[src/rtl/i2c_byte_ctrl_pkg.sv]
// Shared I2C definitions: bit-engine command codes and byte sequencer states.
// Also used by the sibling bit-level engine i2c_bit_ctrl.
package pck_i2c;

    typedef enum logic [2:0] {
        BIT_NOP   = 3'd0,
        BIT_START = 3'd1,
        BIT_STOP  = 3'd2,
        BIT_WRITE = 3'd3,
        BIT_READ  = 3'd4
    } i2c_bit_cmd_e;

    typedef enum logic [2:0] {
        ST_IDLE  = 3'd0,
        ST_START = 3'd1,
        ST_WRITE = 3'd2,
        ST_READ  = 3'd3,
        ST_ACK   = 3'd4,
        ST_STOP  = 3'd5
    } i2c_byte_state_e;

endpackage

[src/rtl/i2c_byte_ctrl.sv]
// I2C byte sequencer: expands one register command into bit-engine commands,
// shifts data MSB first and maintains the tip/ip/al/rxack status and irq.
module i2c_byte_ctrl
    import pck_i2c::*;
(
    input  logic       i_clk,
    input  logic       i_rstn,
    input  logic       i_enable,
    input  logic       i_ien,
    input  logic       i_cmd_valid,
    input  logic       i_cmd_start,
    input  logic       i_cmd_stop,
    input  logic       i_cmd_read,
    input  logic       i_cmd_write,
    input  logic       i_cmd_ack,
    input  logic       i_cmd_iack,
    input  logic [7:0] i_tx_data,
    output logic [7:0] o_rx_data,
    output logic       o_tip,
    output logic       o_ip,
    output logic       o_al,
    output logic       o_rxack,
    output logic       o_irq,
    output logic [2:0] o_bit_cmd,
    output logic       o_bit_cmd_valid,
    output logic       o_bit_din,
    input  logic       i_bit_ack,
    input  logic       i_bit_dout,
    input  logic       i_bit_al
);

    i2c_byte_state_e state, next_state;
    i2c_bit_cmd_e    bit_cmd;
    logic [7:0]      shreg;
    logic [2:0]      cnt;
    logic            read_flag, write_flag, stop_flag, ack_flag;
    logic            accept, take, done, abort_al, abort_en;

    assign o_bit_cmd = bit_cmd;
    assign o_irq     = o_ip & i_ien;

    // Bit command and SDA level follow purely from registered state, so they
    // stay stable for as long as the command is presented.
    always_comb begin
        bit_cmd    = BIT_NOP;
        o_bit_din  = 1'b0;
        next_state = state;
        accept     = 1'b0;
        take       = 1'b0;
        done       = 1'b0;
        abort_al   = 1'b0;
        abort_en   = 1'b0;

        case (state)
            ST_START: bit_cmd = BIT_START;
            ST_WRITE: begin
                bit_cmd   = BIT_WRITE;
                o_bit_din = shreg[7];
            end
            ST_READ:  bit_cmd = BIT_READ;
            ST_ACK: begin
                bit_cmd   = read_flag ? BIT_WRITE : BIT_READ;
                o_bit_din = read_flag & ack_flag;
            end
            ST_STOP:  bit_cmd = BIT_STOP;
            default:  bit_cmd = BIT_NOP;
        endcase

        if (state == ST_IDLE) begin
            accept = i_cmd_valid & i_enable &
                     (i_cmd_start | i_cmd_stop | i_cmd_read | i_cmd_write);
            if (accept) begin
                next_state = i_cmd_start ? ST_START :
                             i_cmd_read  ? ST_READ  :
                             i_cmd_write ? ST_WRITE : ST_STOP;
            end
        end else if (i_bit_al) begin
            abort_al   = 1'b1;
            next_state = ST_IDLE;
        end else if (!i_enable) begin
            abort_en   = 1'b1;
            next_state = ST_IDLE;
        end else if (i_bit_ack && o_bit_cmd_valid) begin
            take = 1'b1;
            case (state)
                ST_START: next_state = read_flag  ? ST_READ  :
                                       write_flag ? ST_WRITE : ST_STOP;
                ST_WRITE, ST_READ: begin
                    if (cnt == 3'd0) next_state = ST_ACK;
                end
                ST_ACK: begin
                    if (stop_flag) begin
                        next_state = ST_STOP;
                    end else begin
                        next_state = ST_IDLE;
                        done       = 1'b1;
                    end
                end
                ST_STOP: begin
                    next_state = ST_IDLE;
                    done       = 1'b1;
                end
                default: next_state = ST_IDLE;
            endcase
        end
    end

    // Later assignments deliberately override earlier ones: a same-cycle done
    // or arbitration loss beats iack, and arbitration loss beats accept on al.
    always_ff @(posedge i_clk) begin
        if (!i_rstn) begin
            state           <= ST_IDLE;
            shreg           <= 8'h00;
            cnt             <= 3'd0;
            read_flag       <= 1'b0;
            write_flag      <= 1'b0;
            stop_flag       <= 1'b0;
            ack_flag        <= 1'b0;
            o_rx_data       <= 8'h00;
            o_tip           <= 1'b0;
            o_ip            <= 1'b0;
            o_al            <= 1'b0;
            o_rxack         <= 1'b0;
            o_bit_cmd_valid <= 1'b0;
        end else begin
            state <= next_state;
            if (accept) begin
                read_flag       <= i_cmd_read;
                write_flag      <= i_cmd_write;
                stop_flag       <= i_cmd_stop;
                ack_flag        <= i_cmd_ack;
                shreg           <= i_tx_data;
                cnt             <= 3'd7;
                o_al            <= 1'b0;
                o_tip           <= 1'b1;
                o_bit_cmd_valid <= 1'b1;
            end
            if (take) begin
                case (state)
                    ST_WRITE: begin
                        shreg <= {shreg[6:0], 1'b0};
                        cnt   <= cnt - 3'd1;
                    end
                    ST_READ: begin
                        shreg <= {shreg[6:0], i_bit_dout};
                        cnt   <= cnt - 3'd1;
                        if (cnt == 3'd0) o_rx_data <= {shreg[6:0], i_bit_dout};
                    end
                    ST_ACK: begin
                        if (!read_flag) o_rxack <= i_bit_dout;
                    end
                    default: ;
                endcase
            end
            if (done || abort_al || abort_en) begin
                o_tip           <= 1'b0;
                o_bit_cmd_valid <= 1'b0;
            end
            if (done) begin
                read_flag  <= 1'b0;
                write_flag <= 1'b0;
                stop_flag  <= 1'b0;
                ack_flag   <= 1'b0;
            end
            if (i_cmd_valid && i_cmd_iack) o_ip <= 1'b0;
            if (done || abort_al) o_ip <= 1'b1;
            if (i_bit_al) o_al <= 1'b1;
        end
    end

endmodule

[config.mk]
export PLATFORM = sky130hd
export DESIGN_NAME = i2c_byte_ctrl
export DESIGN_NICKNAME = d
export VERILOG_FILES = /design/src/rtl/i2c_byte_ctrl_pkg.sv /design/src/rtl/i2c_byte_ctrl.sv
export SDC_FILE = /design/constraint.sdc
export NUM_CORES = 1
export LEC_CHECK = 0
export ABC_AREA = 1
export CORE_ASPECT_RATIO = 1.1
export CORE_MARGIN = 8
export CORE_UTILIZATION = 30
export DETAILED_ROUTE_END_ITERATION = 10
export PLACE_DENSITY = 0.64
export SETUP_SLACK_MARGIN = 0.3
export SLEW_MARGIN = 40
export SYNTH_ARGS = -nofsm -noshare
export SYNTH_HDL_FRONTEND = slang
export SYNTH_SLANG_ARGS = --single-unit
[constraint.sdc]
create_clock -name i_clk -period 1.17 [get_ports i_clk]
set_input_delay 0.234 -clock i_clk [delete_from_list [all_inputs] [get_ports i_clk]]
set_output_delay 0.234 -clock i_clk [all_outputs]
set_load 0.1 [all_outputs]
==> metrics.txt, run 1 <==
Synth cell types 30; RSZ-0062 raised after global routing yes; placed cell area roughly 0.0026 mm2; power per cell area 1849 mW/mm2; Total GRT Usage 13.33%; Synth Instances between 200 and 250; largest net degree at the start of global routing 14; Gate power share between 60% and 70%; vias in the first global route between 1500 and 2000; Syn Nets between 200 and 250; HPWL after DPL between 3 and 4 mm; post-synthesis register bit count 30; H-tree levels 2; die area just under 0.008 mm2; Max clock buf depth 2; vias per cell between 4 and 5; Post-CTS Hold Buffers 0; Max Cap Viol 0; Tightest Pin Transition a little over 0.6 ns; remaining global-route overflow 0; mapped cell area about 0.0016 mm2; diode count 0; CTS tree done; # setup viols final 35; Worst Setup End Kind primary output; Starting DRT DRC Count 160; # IOs 40; sw frac between 40% and 50%; nets@finish ~350; CP startpoint kind register; TritonRoute pass-1 iters 4; TritonCTS buffer count 5; core area approximately 0.005 mm2; DR DRC count 0; post-route ant nets 0; Vert. Die Dim between 90 and 100 um; Slew Viols, Final 0; Clock Power Share between 10% and 20%; status finished, violations left; Sink Count 30; GP Congestion 0.8362; Final period util 133.6%; fin cells 389; Mapped Avg Cell Area approximately 7 um2; WP data required between 0.9 and 1 ns; kind of critical path reg2out; failing checks setup timing; DIE WIDTH 84.93 um; fmax roughly 640 MHz; Leak around 1.5 nW; cell total after placement between 300 and 400; maximum vdd drop between 0.001 and 0.0015 V; Setup Skew between 0.007 and 0.008 ns; first-pass GRT wire length around 8.5 mm; fill count 370; total power approximately 6.1 mW; initial core utilization a little under a third; Final Hold Vio Count 0; Final min period ~1.6 ns; routed wire length 6.050 mm; layout cells sized above 1 ~59%; WL/cell roughly 16 um; Ys Warns 0; Worst-Skew Late Latency approximately 0.28 ns; WP data arrival about 1.3 ns; power share of the sequential group a little under a quarter; Root Driver clkbuf_8; Clock Pin Slew Worst Setup and Hold Paths approximately 0.070 ns; Finished Cell Area ~0.0033 mm2; relative slew slack 58.58%; Rows 27; Internal about 3.3 mW; setup ws final -0.3929 ns; Worst Path Max Fanout 5; Hold Crit Class reg2reg; Layout area overhead 109.2%; net load switching power about 2.8 mW; Min Hold Slack between 0.4 and 0.5 ns; antenna violations before repair 0; Vias ~1900; IO Port Bufs 39; Seq/Total Area, Yosys around two fifths
[per-stage QoR]
stage / setup slack, ns / setup TNS, ns / util (%)
after floorplan: -0.4099 / -4.547 / -
after global placement: -0.4749 / -13.14 / 51.11
final: -0.3929 / -9.608 / 65.15
after global routing: -0.4416 / -11.67 / 65.15
after detailed placement: -0.5098 / -13.94 / 51.11
after CTS: -0.3898 / -7.890 / 56.55
[critical path: stages (launching register included)]
cell     delay, ns
dfxtp_4       0.37
nor2_4        0.13
nand2_2       0.09
buf_6         0.14
o21ai_4       0.13
buf_12        0.19
[sequential cells by signal (all words and copies together), names as in the netlist]
name             flops
stop_flag            1
o_rx_data            8
o_al                 1
state                3
o_rxack              1
o_ip                 1
o_bit_cmd_valid      1
write_flag           1
shreg                8
cnt                  3
ack_flag             1
read_flag            1
[cell type report]
cell class	instances	area, um2	area share (%)
repair buffers	102	1105	33.69
clock inverters	2	11.26	0.3434
multi-input cells	164	1236	37.70
flip-flops and latches	30	634.4	19.34
inverters	27	137.6	4.197
well taps	58	72.57	2.213
clock buffers	6	82.58	2.518
[synthesized netlist by cell type]
| cell | number | area, um2 |
|---|---|---|
| a211oi_2 | 1 | 12.51 |
| a21oi_1 | 14 | 70.07 |
| a22oi_1 | 2 | 15.01 |
| a31oi_1 | 1 | 6.260 |
| buf_2 | 1 | 5.000 |
| buf_4 | 2 | 15.01 |
| buf_6 | 1 | 11.26 |
| clkbuf_1 | 1 | 3.750 |
| clkinv_4 | 1 | 8.760 |
| dfxtp_1 | 30 | 600.6 |
| ha_1 | 2 | 25.02 |
| inv_1 | 22 | 82.58 |
| inv_2 | 4 | 15.01 |
| nand2_1 | 56 | 210.2 |
| nand2_2 | 2 | 12.51 |
| nand2_4 | 5 | 56.30 |
| nand3_1 | 12 | 60.06 |
| nand3_4 | 1 | 17.52 |
| nand3b_1 | 2 | 15.01 |
| nor2_1 | 35 | 131.4 |
| nor2_4 | 4 | 45.04 |
| nor3_1 | 3 | 15.01 |
| nor3_2 | 1 | 10.01 |
| nor4_1 | 1 | 6.260 |
| o211ai_1 | 5 | 37.54 |
| o21ai_0 | 9 | 45.04 |
| o21ai_1 | 3 | 15.01 |
| o22ai_1 | 1 | 6.260 |
| o31ai_1 | 1 | 7.510 |
| or2_0 | 1 | 6.260 |
[worst paths after layout]
check	startpoint	to	slack, ns	cells past startpoint
min	shreg[0]	o_rx_data[1]	0.49	2
max	state[1]	o_bit_din	-0.39	5
min reg2reg	shreg[0]	o_rx_data[1]	0.49	2
max reg2reg	state[1]	shreg[1]	-0.36	8
[power groups by stage]
stage	logic, mW	registers [mW]	clock network (mW)
finish	3.76	1.41	0.892
global route	3.96	1.43	0.958
CTS	3.21	1.36	0.893
detailed placement	2.87	1.37	0
global placement	2.85	1.37	0
floorplan	1.56	1.50	0
[logic make-up (layout without fill, tap and decap cells)]
| kind of cell | count (synthesis) | in the layout | synth area share (%) |
|---|---|---|---|
| flops | 30 | 30 | 38.31 |
| buf+inv | 32 | 137 | 9.017 |
| fa+ha+maj | 2 | 2 | 1.596 |
| compound gates | 37 | 37 | 13.73 |
| simple gates | 123 | 125 | 37.35 |
[cell usage in the layout (no fill, tap or decap), types with 3 or more instances in the layout]
master	instances
dfxtp_2	9
inv_2	4
nand2_2	9
a21oi_2	10
nand3_1	6
a21oi_1	4
dfxtp_4	6
dfxtp_1	15
nand2_1	33
nor3_2	4
buf_6	10
nor2_4	9
inv_1	17
nand2_8	4
nand2_4	19
o21ai_2	5
o211ai_1	5
clkdlybuf4s50_1	20
buf_12	20
buf_4	51
nor2_1	24
nor2_2	6
o21ai_0	3
nand3_2	5
inv_4	4
clkbuf_8	6
[routing by layer]
metal	up-vias	share of wire [%]	wire length [um]	track usage, %
met5	-	0	0	0
met4	0	2.2	135	4.903
met3	13	5.1	309	3.657
met2	62	52	3126	22.47
met1	919	41	2479	15.75
li1	935	-	-	-
[repair_timing]
item / in CTS / in global routing
setup buffers: 11 / 12
pin swaps: 9 / 31
gates resized for setup: 23 / 81
cloned: 2 / 0
endpoints found under the setup margin: 48 / 48
No activity file was read; power rests on OpenSTA's default activity.
==> run 2: changes to the inputs <==
- clock period: 1.17 -> 1.26 ns (I/O delays scaled with it)
==> run 2 against run 1 <==
  * The flow still finishes with violations (setup timing)
  * Largest power group unchanged
  * Power fell by 11%
  * Sequential power fell by 9%
  * Count of clock-buffer cells in the layout did not move
  * Worst setup slack improved by 0.086 ns
  * Cell count fell by 0.26%
==> metrics.txt, run 2 (synthesis gave the netlist of run 1 again) <==
Setup Skew 0.002922 ns (-0.004529 ns); diode count 0 (unchanged); failing checks setup timing; routed wire length 5.551 mm (-8.2%); fin cells 388 (-0.26%); WP data arrival 1.31 ns (-0.02 ns); Worst Setup End Kind primary output; slowest library cell on the worst path dfxtp_4; DIE WIDTH 84.93 um (unchanged); R2R setup slack -0.24 ns (+0.12 ns); Final min period about 1.6 ns; Setup crit start state[1]; RSZ-0062 raised after global routing yes; H-tree levels 2 (unchanged); IO Port Bufs 39 (unchanged); power per cell area 1711 mW/mm2 (-7.5%); Clock Pin Slew Worst Setup and Hold Paths 0.06 ns (about the same); # setup viols final 34 (-2.9%); Worst-Skew Late Latency 0.28 ns (about the same); Final period util 124.4%; Rows 27 (unchanged); TritonRoute pass-1 iters 4 (unchanged); RR Startpoint state[1]; Max clock buf depth 2 (unchanged); FF-to-FF End shreg[0]; post-route ant nets 0 (unchanged); antenna violations before repair 0 (unchanged); TritonCTS buffer count 5 (unchanged); Clock Power Share 15.1% (+0.4 points); cell total after placement 351 (-1.4%); Sink Count 30 (unchanged); Vias 1873 (-2.9%); Vert. Die Dim 91.82 um (unchanged); vias per cell 4.827 (-2.7%); DR DRC count 0 (unchanged); sw frac 44.56% (-0.94 points); CP endpoint o_bit_din; Starting DRT DRC Count 102 (-36%); # IOs 40 (unchanged); die area 0.007798 mm2 (unchanged); Min Hold Slack 0.4578 ns (-0.03179 ns); Root Driver clkbuf_8; setup ws final -0.3069 ns (+0.08593 ns); Total GRT Usage 13.33% (about the same); CP Cell Sequence nor2_4 -> nand2_2 -> buf_6 -> o21ai_4 -> buf_12; core area 0.005034 mm2 (unchanged); Final Hold Vio Count 0 (unchanged); GP Congestion 0.8502 (+1.7%); vias in the first global route 1807 (-1.5%); most common cell after layout, fill and taps aside buf_4; initial core utilization 31.15% (unchanged); Internal 2.990 mW (-9.5%); WP buf/inv 2 (unchanged); relative slew slack 57.46% (-1.1 points); commonest non-fill, non-tap cells in the layout 48 x buf_4, 39 x nand2_1, 31 x nor2_1; Leak 1.429 nW (-2.8%); CTS tree done; Tightest Pin Transition 0.6375 ns (+0.01683 ns); largest net degree at the start of global routing 14 (unchanged); reg2reg path depth 10 (+2); status finished, violations left; CP startpoint kind register; Gate power share 61.2% (-0.9 points); layout cells sized above 1 52.42% (-6.2 points); net load switching power 2.403 mW (-13%); kind of critical path reg2out; WP data required 1.01 ns (+0.07 ns); maximum vdd drop 0.001107 V (+5.0%); fmax 638.2 MHz; worst slack, placed -0.4701 ns (+0.03970 ns); final core utilization 62.61% (-2.5 points); Crit path max-delay family flip-flops; Largest regs o_rx_data x8, shreg x8; remaining global-route overflow 0 (unchanged); Hold Crit Class in2reg; slowest stage delay, CP 0.36 ns (about the same); Post-CTS Hold Buffers 0 (unchanged); Worst Path Max Fanout 4 (-1); cell depth of the worst setup path 5 (unchanged); first-pass GRT wire length 8.404 mm (-1.2%); Layout area overhead 101.0%; Slew Viols, Final 0 (unchanged); HPWL after DPL 3.540 mm (-3.6%); total power 5.392 mW (-11%); Max Cap Viol 0 (unchanged); WL/cell 14.31 um (-8.0%); power share of the sequential group 23.7% (+0.5 points); nets@finish 353 (-0.28%)
==> run 2: area by class of cell <==
type,instances,area (um2)
fillers,384,1882
multi-input cells,164,1117
flip-flops and latches,30,634.4
clock inverters,2,11.26
repair buffers,101,1099
well taps,58,72.57
inverters,27,135.1
clock buffers,6,82.58
==> run 2: power groups by stage <==
stage,sequential (mW),combinational [mW],clock [mW]
2_1_floorplan,1.39,1.46,0
5_1_grt,1.29,3.51,0.860
6_report,1.28,3.30,0.816
3_3_place_gp,1.28,2.58,0
3_5_place_dp,1.28,2.58,0
4_1_cts,1.26,2.91,0.817
==> run 2: how the worst min path moves through the flow <==
stage / from / endpoint / slack [ns] / depth (start not counted)
global placement: shreg[0] / o_rx_data[1] / 0.46 / 2
detailed placement: shreg[0] / o_rx_data[1] / 0.47 / 2
finish: i_cmd_write / write_flag / 0.46 / 4
CTS: shreg[0] / o_rx_data[1] / 0.48 / 2
floorplan: i_cmd_ack / ack_flag / 0.36 / 2
global route: i_cmd_write / write_flag / 0.47 / 4
==> run 2: per-layer routing <==
layer  routed length, um  global-route usage [%]
met4                 106                   5.201
met1                2424                   15.87
met5                   0                       0
met3                 220                   3.479
met2                2800                   22.34
==> run 2: metrics by stage <==
stage	setup TNS [ns]	instance area [um2]
finish	-6.032	3152
global route	-8.858	3152
CTS	-5.367	2854
detailed placement	-12.06	2535
global placement	-10.83	2535
floorplan	-2.124	1677
==> run 2: worst register-to-register path: stages (launching register included) <==
cell and delay (ns):
dfxtp_4 0.36, nor2_4 0.12, buf_4 0.14, nand2_4 0.07
nor2_4 0.15, nand2_8 0.12, buf_12 0.15, nand2_4 0.10
nor2_1 0.05, nor2_1 0.08, nor2_1 0.04
==> run 2: what timing repair did <==
item | CTS | global route
setup endpoints to repair | 48 | 48
resized for setup | 32 | 46
cloned | 1 | 1
buffers inserted | 12 | 15
pin swaps | 16 | 23
==> RTL edit, RTL diff (flow settings as in run 1) <==
The 6 states of `i2c_byte_state_e` get a Gray code encoding in 3 bits.
--- a/src/rtl/i2c_byte_ctrl_pkg.sv
+++ b/src/rtl/i2c_byte_ctrl_pkg.sv
@@ -13,8 +13,8 @@
     typedef enum logic [2:0] {
-        ST_IDLE  = 3'd0,
-        ST_START = 3'd1,
-        ST_WRITE = 3'd2,
-        ST_READ  = 3'd3,
-        ST_ACK   = 3'd4,
-        ST_STOP  = 3'd5
+        ST_IDLE  = 3'b000,
+        ST_START = 3'b001,
+        ST_WRITE = 3'b011,
+        ST_READ  = 3'b010,
+        ST_ACK   = 3'b110,
+        ST_STOP  = 3'b111
     } i2c_byte_state_e;
Behaviour: same outputs for any inputs over 4 cycles, from zero or initial values and one cycle with i_rstn low; so few cycles prove little.
==> RTL edit against run 1 <==
The flow still finishes with violations (negative setup slack). Clock skew is essentially flat. Power shrank 11%. Cell count grew 3.1%. Area after synthesis grew 3.3%. Final area grew 1.3%. Wire length shrank 3.4%. Worst setup slack gained 53 ps. First-iteration DRC count shrank 38%. Critical path depth is the same. Sequential share of layout area shrank 0.25 points. Sequential cell count is the same. Maximum frequency grew 3.5%. Hold slack lost 220 ps. Synthesized cell count shrank 1.3%. Highest routed layer unchanged.
==> RTL edit: results (changes against run 1) <==
[place]
detailedPlace.worstSlack_ps = -553  ; was -510 ps
place_congestion = 0.846  ; was 0.836
place_hpwl_um = 3650  ; was 3670 µm

[finish]
layout.nets = 349  ; was 354

[worst_hold_path]
holdCritPathClass = in2reg  ; was reg2reg
min_to = write_flag  ; was o_rx_data[1]

[power]
power.leakage_nw = 1.37  ; was 1.47 nW
peakVddDrop_mv = 0.768  ; was 1.05 mV

[sta]
setup_tns_ps = -6530  ; was -9610 ps
setup_viol = 35  ; unchanged
skew_ps = 7.60  ; was 7.45 ps
tightest_slew_ps = 617  ; was 621 ps
setup_ws_ps = -339  ; was -393 ps

[setup_path]
crit_fanout = 8  ; was 5
crit_arrival_ps = 1280  ; was 1330 ps
rr_startpoint = cnt[1]  ; was state[1]
reg2reg_slack_ps = -260  ; was -360 ps

[logic_synthesis]
yosysUniqueCellTypes = 27  ; was 30
ys_top_cells_by_area = dfxtp_1 (37%), nand2_1 (10%), nor2_1 (8.3%), a21oi_1 (5.3%), nand4_1 (5.0%)  ; was dfxtp_1 (38%), nand2_1 (13%), nor2_1 (8.4%), inv_1 (5.3%), a21oi_1 (4.5%)

[global_routing]
grt_pass1_wl_um = 9340  ; was 8510 µm
grt_pass1_vias = 1958  ; was 1,834

[routing]
drtIter0Drc = 100  ; was 160
wire_per_inst_um = 14.6  ; was 15.6 µm
vias = 1905  ; was 1,929

[run_status]
violations = negative setup slack  ; unchanged
outcome = finished, violations left  ; unchanged

## RTL edit: cell types whose count changed after synthesis, sizes merged, moves of 2 or more
| cell | delta |
|---|---|
| nand2 | -13 |
| nor2 | +3 |
| inv | -4 |
| nand4 | +13 |
| o21ai | -2 |
| a21oi | +3 |
| nand3b | +3 |
## RTL edit: per-stage QoR
step	cell area (µm²)	std cells
2_1_floorplan	1760	221
3_3_place_gp	2640	363
3_5_place_dp	2640	363
4_1_cts	3140	395
5_1_grt	3320	401
6_report	3320	401
## RTL edit: layer usage
layer | share of wire | routed length [µm] | GRT usage | vias to the layer above
met5 | 0 | 0 | 0 | -
met4 | 0.027 | 156 | 0.0629 | 0
met3 | 0.044 | 256 | 0.0377 | 14
met2 | 0.51 | 2970 | 0.252 | 49
met1 | 0.42 | 2460 | 0.168 | 893
li1 | - | - | - | 949
## RTL edit: repair_timing
| action | in CTS | in global routing |
|---|---|---|
| gates cloned | 3 | 0 |
| hold buffers | 0 | 0 |
| pin swaps | 30 | 18 |
| setup endpoints to repair | 48 | 48 |
| resized for setup | 57 | 36 |
| buffers inserted | 21 | 6 |
## RTL edit: how the worst max path moves through the flow
stage | startpoint | depth (start not counted) | end | slack (ps)
after floorplan | state[0] | 4 | o_bit_cmd[2] | -240
after global placement | i_enable | 8 | state[0] | -540
after detailed placement | i_enable | 8 | state[2] | -550
after CTS | state[2] | 5 | o_bit_din | -350
after global routing | state[2] | 5 | o_bit_din | -390
final | state[0] | 5 | o_bit_cmd[2] | -340
## RTL edit: report_power, final
part	total, mW	switching, mW	internal (mW)
combinational	3.11	1.75	1.35
sequential	1.41	0.202	1.21
clock	0.879	0.406	0.473
## RTL edit: logic make-up (layout without fill, tap and decap cells)
| logic type | count (synthesis) | in the layout | share of synthesized area |
|---|---|---|---|
| and+or+nand+nor | 127 | 129 | 0.420 |
| AOI/OAI and AO/OA | 34 | 34 | 0.115 |
| DFF | 30 | 30 | 0.371 |
| buffers and inverters | 28 | 131 | 0.0788 |
| adders and majority gates | 2 | 2 | 0.0155 |
## RTL edit: final cells by class
cell class                 instances  area (µm²)
clock inverter                     2        11.3
timing repair buffer             101        1140
multi-input combinational        165        1260
clock buffer                       6        82.6
tap                               75        93.8
fill                             406        1970
inverter                          22        98.8
sequential                        30         634
## RTL edit: worst max-delay path: stages, from the launching register on
cell and delay [ps]:
dfxtp_4 380, buf_6 120, a21oi_4 130, inv_2 60, nor2_4 100, buf_12 180
